`src/rtl/pdm_modulator.sv`:
```
// PCM-to-PDM sigma-delta modulator with input sample FIFO and PDM bit clock.
// Define PDM_ORDER2_EN for a second-order saturating loop; first order otherwise.
//
// state | meaning
// IDLE  | clocks stopped, outputs low, integrators cleared, FIFO retained
// PRIME | bit clock running, modulator fed zero until the first sample is popped
// RUN   | one FIFO sample per OSR bits; an empty FIFO at a boundary repeats the held sample
module pdm_modulator #(
  parameter int DATA_W     = 16,
  parameter int OSR        = 64,
  parameter int CLK_DIV    = 8,
  parameter int FIFO_DEPTH = 4
) (
  input  logic                          clk,
  input  logic                          rst,
  input  logic signed [DATA_W-1:0]      s_data,
  input  logic                          s_valid,
  output logic                          s_ready,
  input  logic                          enable,
  output logic                          pdm_clk,
  output logic                          pdm_out,
  output logic                          pdm_strobe,
  output logic                          underrun,
  output logic [$clog2(FIFO_DEPTH):0]   fifo_level
);

  localparam int LVL_W = $clog2(FIFO_DEPTH) + 1;
  localparam int PTR_W = (FIFO_DEPTH > 1) ? $clog2(FIFO_DEPTH) : 1;
  localparam int DIV_W = $clog2(CLK_DIV);
  localparam int BIT_W = $clog2(OSR);
  localparam int HALF  = CLK_DIV / 2;

  typedef enum logic [1:0] {IDLE, PRIME, RUN} state_t;

  state_t state_q, state_d;
  logic [DIV_W-1:0] div_cnt_q, div_cnt_d;
  logic [BIT_W-1:0] bit_cnt_q, bit_cnt_d;
  logic signed [DATA_W-1:0] hold_q, hold_d;
  logic pdm_clk_q, pdm_clk_d, pdm_out_q, pdm_out_d, strobe_q, underrun_q, underrun_d;

  logic signed [DATA_W-1:0] mem_q [FIFO_DEPTH];
  logic [PTR_W-1:0] wr_ptr_q, rd_ptr_q;
  logic [LVL_W-1:0] count_q, count_d;
  logic signed [DATA_W-1:0] fifo_head, x;
  logic push, pop, emit, set_underrun, tick, boundary, fifo_empty, y;

  assign s_ready    = (count_q != LVL_W'(FIFO_DEPTH));
  assign push       = s_valid && s_ready;
  assign fifo_empty = (count_q == '0);
  assign fifo_head  = mem_q[rd_ptr_q];
  assign fifo_level = count_q;
  assign pdm_clk    = pdm_clk_q;
  assign pdm_out    = pdm_out_q;
  assign pdm_strobe = strobe_q;
  assign underrun   = underrun_q;

  assign tick     = (state_q != IDLE) && (div_cnt_q == DIV_W'(HALF));
  assign boundary = tick && (bit_cnt_q == '0);

  // enable is only honoured at a frame boundary, so the last frame always completes
  always_comb begin
    state_d      = state_q;
    pop          = 1'b0;
    emit         = 1'b0;
    set_underrun = 1'b0;
    case (state_q)
      IDLE: if (enable) state_d = PRIME;
      PRIME: if (tick) begin
        if (boundary && !enable) begin
          state_d = IDLE;
        end else begin
          emit = 1'b1;
          if (boundary && !fifo_empty) begin
            pop     = 1'b1;
            state_d = RUN;
          end
        end
      end
      RUN: if (tick) begin
        if (boundary && !enable) begin
          state_d = IDLE;
        end else begin
          emit = 1'b1;
          if (boundary) begin
            if (!fifo_empty) pop = 1'b1;
            else             set_underrun = 1'b1;
          end
        end
      end
      default: state_d = IDLE;
    endcase
  end

  always_comb begin
    div_cnt_d  = '0;
    bit_cnt_d  = '0;
    if (state_q != IDLE && state_d != IDLE) begin
      div_cnt_d = (div_cnt_q == DIV_W'(CLK_DIV - 1)) ? '0 : div_cnt_q + DIV_W'(1);
      bit_cnt_d = bit_cnt_q;
      if (emit) bit_cnt_d = (bit_cnt_q == BIT_W'(OSR - 1)) ? '0 : bit_cnt_q + BIT_W'(1);
    end
    hold_d     = pop ? fifo_head : hold_q;
    x          = pop ? fifo_head : ((state_q == RUN) ? hold_q : '0);
    pdm_clk_d  = (state_q != IDLE) && (div_cnt_q < DIV_W'(HALF));
    pdm_out_d  = (state_q == IDLE || state_d == IDLE) ? 1'b0 : (emit ? y : pdm_out_q);
    underrun_d = underrun_q | set_underrun;
    count_d    = count_q;
    if (push && !pop)      count_d = count_q + LVL_W'(1);
    else if (!push && pop) count_d = count_q - LVL_W'(1);
  end

`ifdef PDM_ORDER2_EN
  localparam int ACC_W = DATA_W + 4;
  localparam int SUM_W = DATA_W + 6;
  localparam logic signed [SUM_W-1:0] SAT_MAX = SUM_W'(2**(ACC_W-1) - 1);
  localparam logic signed [SUM_W-1:0] SAT_MIN = SUM_W'(-(2**(ACC_W-1)));
  localparam logic signed [SUM_W-1:0] FB_POS  = SUM_W'(2**(DATA_W-1));

  logic signed [ACC_W-1:0] acc1_q, acc1_d, acc2_q, acc2_d, acc1_nx, acc2_nx;
  logic signed [SUM_W-1:0] fb, sum1, sum2;

  function automatic logic signed [ACC_W-1:0] sat(input logic signed [SUM_W-1:0] v);
    if (v > SAT_MAX) return SAT_MAX[ACC_W-1:0];
    if (v < SAT_MIN) return SAT_MIN[ACC_W-1:0];
    return v[ACC_W-1:0];
  endfunction

  assign y = ~acc2_q[ACC_W-1];

  always_comb begin
    fb      = y ? FB_POS : -FB_POS;
    sum1    = SUM_W'(acc1_q) + SUM_W'(x) - fb;
    acc1_nx = sat(sum1);
    sum2    = SUM_W'(acc2_q) + SUM_W'(acc1_nx) - fb;
    acc2_nx = sat(sum2);
    acc1_d  = (state_q == IDLE) ? '0 : (emit ? acc1_nx : acc1_q);
    acc2_d  = (state_q == IDLE) ? '0 : (emit ? acc2_nx : acc2_q);
  end

  always_ff @(posedge clk or negedge rst) begin
    if (!rst) begin
      acc1_q <= '0;
      acc2_q <= '0;
    end else begin
      acc1_q <= acc1_d;
      acc2_q <= acc2_d;
    end
  end
`else
  localparam int ACC_W = DATA_W + 2;
  localparam logic signed [ACC_W-1:0] FB_POS = ACC_W'(2**(DATA_W-1));

  logic signed [ACC_W-1:0] acc_q, acc_d, fb;

  assign y = ~acc_q[ACC_W-1];

  // two guard bits keep acc within [-2^DATA_W, 2^DATA_W) without saturation
  always_comb begin
    fb    = y ? FB_POS : -FB_POS;
    acc_d = (state_q == IDLE) ? '0 : (emit ? acc_q + ACC_W'(x) - fb : acc_q);
  end

  always_ff @(posedge clk or negedge rst) begin
    if (!rst) acc_q <= '0;
    else      acc_q <= acc_d;
  end
`endif

  always_ff @(posedge clk) begin
    if (push) mem_q[wr_ptr_q] <= s_data;
  end

  always_ff @(posedge clk or negedge rst) begin
    if (!rst) begin
      state_q    <= IDLE;
      div_cnt_q  <= '0;
      bit_cnt_q  <= '0;
      hold_q     <= '0;
      pdm_clk_q  <= 1'b0;
      pdm_out_q  <= 1'b0;
      strobe_q   <= 1'b0;
      underrun_q <= 1'b0;
      wr_ptr_q   <= '0;
      rd_ptr_q   <= '0;
      count_q    <= '0;
    end else begin
      state_q    <= state_d;
      div_cnt_q  <= div_cnt_d;
      bit_cnt_q  <= bit_cnt_d;
      hold_q     <= hold_d;
      pdm_clk_q  <= pdm_clk_d;
      pdm_out_q  <= pdm_out_d;
      strobe_q   <= emit;
      underrun_q <= underrun_d;
      count_q    <= count_d;
      if (push) wr_ptr_q <= wr_ptr_q + PTR_W'(1);
      if (pop)  rd_ptr_q <= rd_ptr_q + PTR_W'(1);
    end
  end

endmodule

```
`config.mk`:
```
export PLATFORM = sky130hd
export DESIGN_NAME = pdm_modulator
export DESIGN_NICKNAME = d
export VERILOG_FILES = /design/src/rtl/pdm_modulator.sv
export SDC_FILE = /design/constraint.sdc
export NUM_CORES = 1
export LEC_CHECK = 0
export ABC_AREA = 1
export ABC_CLOCK_PERIOD_IN_PS = 4400
export CAP_MARGIN = 20
export CORE_ASPECT_RATIO = 1.4
export CORE_MARGIN = 1.5
export CORE_UTILIZATION = 60
export DETAILED_ROUTE_END_ITERATION = 6
export PLACE_DENSITY = 0.77
export SETUP_SLACK_MARGIN = 0.05
export SYNTH_ARGS = -nofsm -noshare
export SYNTH_HDL_FRONTEND = slang
export SYNTH_SLANG_ARGS = --single-unit
export TNS_END_PERCENT = 30
```
`constraint.sdc`:
```
create_clock -name clk -period 4.4 [get_ports clk]
set_clock_uncertainty 0.05 [all_clocks]
set_input_delay 0.88 -clock clk [delete_from_list [all_inputs] [get_ports clk]]
set_output_delay 0.88 -clock clk [all_outputs]
set_load 0.02 [all_outputs]
```
==> qor.csv <==
metric;value;unit
status;complete, no violations;
timing.final.crit_share;91.8;%
endpoint;acc_q[9]$_DFFE_PN0P_;
hold_viol;0;
first_iter_violations;310;
ant_nets;0;
route.detailed.drc;0;
clk_latency;0.41;ns
critPathArrivalTime;4.28;ns
gp_routability_congestion;0.916;
synth.distinct_cells;37;
numCtsBuffers;17;
rsz0062_at_grt;false;
crit_start;enable;
syn2layout_area_growth;16.1;%
via_count;4724;
finalSetupTns;0;ns
coreArea;10300;um^2
start_util;61.2;%
synth_nets;737;
leakagePower;3.44;nW
finalCoreUtilization;71.1;%
mostFrequentLayoutCells;94 x nor2_1, 93 x inv_1, 76 x nand2_1;
seq_power_share;39.9;%
clockBufferDepth;2;
diodes;0;
comb_power_share;22.6;%
max_slew_margin;37.1;%
tritoncts;done;
synth_edf_count;64;
worst_slack;0.362;ns
io_pins;28;
grt_pass1_vias;4810;
hpwl;8700;um
placement_rows;44;
cap_violations;0;
die_area;11200;um^2
grt_overflow_total;0;
cp_max_fo;18;
critical_path_class;primary input to register;
synth_seq_area_share;52.5;%
powerDensity;503;nW/um^2
ys_ff_latch;120;
syn_inst;668;
cts_root_buf;clkbuf_16;
period_needed;4.04;ns
dr.pass1.iters;5;
grt_max_degree;57;
syn-cell-area;6330;um^2
grt_pass1_wl;22300;um
setup_viol;0;
tightest_slew;0.943;ns
end_kind;register;
port_buffers;27;
routed_wl;13000;um
drive_gt1_share;9.90;%
htree_levels;4;
p_switching;1.19;mW
dp.cells;823;
r2r-start;state_q[0]$_DFF_PN0_;
via_per_inst;5.53;
wire_per_inst;15.2;um
async_flop_share;46.7;%
max_freq;248;MHz
die_w;89.8;um
final_nets;773;
yosysWarningCount;0;
antenna_found_initial;0;
rr_worst_depth;24;
hold_class;register to register;
die_h;125;um
r2r_slack;0.50;ns
place_ws;-0.113;ns
required;4.65;ns
clkPwrFrac;37.5;%
vdd_drop_max;392;uV
p_int;2.51;mW
mostFrequentLayoutCell;nor2_1;
swShare;32.1;%
final_max_slew_viol_count;0;
total_power;3.70;mW
syn_avg_cell_area;9.48;um^2
r2r_end;acc_q[9]$_DFFE_PN0P_;
gr-usage-all-layers;25.3;%
hold_path_depth;1;
cts_sinks;120;
clkTransAtPathRegs;0.06;ns
critPathLaunchType;primary input;
dominantRegCellSynth;edfxtp_1;
fin_cells;855;
==> worst max-delay path, stage by stage <==
cell,delay (ns)
clkdlybuf4s50_1,0.54
inv_1,0.13
nor2_4,0.17
nand3_4,0.28
a21oi_2,0.27
a21o_1,0.13
o21ai_0,0.11
ha_1,0.32
inv_1,0.04
ha_1,0.35
nand2_1,0.10
inv_1,0.06
nand2_1,0.05
nand2_1,0.10
inv_1,0.06
o21ai_1,0.17
buf_4,0.17
nand2_1,0.06
nand2_1,0.05
nand2_1,0.05
nand3_1,0.09
nand2_1,0.07
==> per-stage QoR <==
step	hold WS (ns)	area, um^2
after floorplan	0.375	6330
after global placement	0.389	6740
after detailed placement	0.402	6740
after CTS	0.408	7340
after global routing	0.437	7350
final	0.405	7350
==> layer usage <==
metal  up-vias  wire length [um]  global-route usage (%)
met5         -                 0                       0
met4         0               325                    10.9
met3        30               526                    4.33
met2       147              6970                    46.1
met1      2239              5210                    28.9
li1       2308                 -                       -
==> synthesized netlist by cell type, types with 2 or more instances <==
cell	number	area [um^2]
xnor2_1	7	61.3
nand2_1	76	285
o21ai_0	61	305
inv_1	93	349
inv_2	2	7.51
o21a_1	2	15.0
clkbuf_1	9	33.8
nand3b_1	3	22.5
ha_1	47	588
a21oi_1	31	155
buf_6	2	22.5
nor2_2	3	18.8
xor2_1	7	61.3
dfrtp_1	56	1400
buf_2	5	25.0
a21o_1	17	128
edfxtp_1	64	1920
o22ai_1	7	43.8
nand3_1	29	145
buf_4	2	15.0
nand4_1	5	31.3
nand2_2	4	25.0
a21oi_2	8	70.1
a31o_2	2	17.5
nor2_1	98	368
o21ai_1	9	45.0
fa_1	2	40.0
nor3_1	8	40.0
==> state kept, by name, indices dropped and copies added (netlist names) <==
| name | cells |
|---|---|
| acc_q | 18 |
| bit_cnt_q | 6 |
| div_cnt_q | 3 |
| fifo_level | 3 |
| hold_q | 16 |
| mem_q | 64 |
| pdm_clk | 1 |
| pdm_out | 1 |
| pdm_strobe | 1 |
| rd_ptr_q | 2 |
| state_q | 2 |
| underrun | 1 |
| wr_ptr_q | 2 |
==> what timing repair did <==
| action | CTS | global route |
|---|---|---|
| resized for setup | 0 | 5 |
| buffers inserted | 0 | 0 |
| endpoints found under the hold margin | 0 | 0 |
| setup endpoints to repair | 0 | 3 |
| hold buffers | 0 | 0 |
==> cell type report <==
type / count / area [um^2]
timing repair buffer: 35 / 325
sequential: 120 / 3320
fill: 785 / 3000
multi-input combinational: 435 / 2580
tap: 138 / 173
inverter: 95 / 357
clock inverter: 15 / 170
clock buffer: 17 / 425
==> worst min-delay path by stage <==
| stage | startpoint | to |
|---|---|---|
| 6_report | div_cnt_q[2]$_DFF_PN0_ | pdm_clk$_DFF_PN0_ |
| 5_1_grt | hold_q[9]$_DFFE_PN0N_ | hold_q[9]$_DFFE_PN0N_ |
| 4_1_cts | div_cnt_q[2]$_DFF_PN0_ | pdm_clk$_DFF_PN0_ |
| 3_5_place_dp | div_cnt_q[2]$_DFF_PN0_ | pdm_clk$_DFF_PN0_ |
| 3_3_place_gp | div_cnt_q[2]$_DFF_PN0_ | pdm_clk$_DFF_PN0_ |
| 2_1_floorplan | div_cnt_q[2]$_DFF_PN0_ | pdm_clk$_DFF_PN0_ |
==> power groups by stage <==
stage | logic (mW) | clock network [mW] | registers (mW)
2_1_floorplan | 0.570 | 0 | 1.50
3_3_place_gp | 0.793 | 0 | 1.49
3_5_place_dp | 0.824 | 0 | 1.50
4_1_cts | 0.836 | 1.41 | 1.48
5_1_grt | 0.935 | 1.45 | 1.50
6_report | 0.837 | 1.39 | 1.48
==> cell families after synthesis <==
kind of cell / after synthesis / synth area share [%]
adder cells (fa/ha/maj): 49 / 9.92
buffers and inverters: 113 / 7.15
AND/OR/NAND/NOR: 230 / 15.5
multiplexers: 1 / 0.178
AO/OA/AOI/OAI: 141 / 12.8
XOR/XNOR: 14 / 1.94
flip-flops: 120 / 52.5
Power figures use the tool's default switching activity.
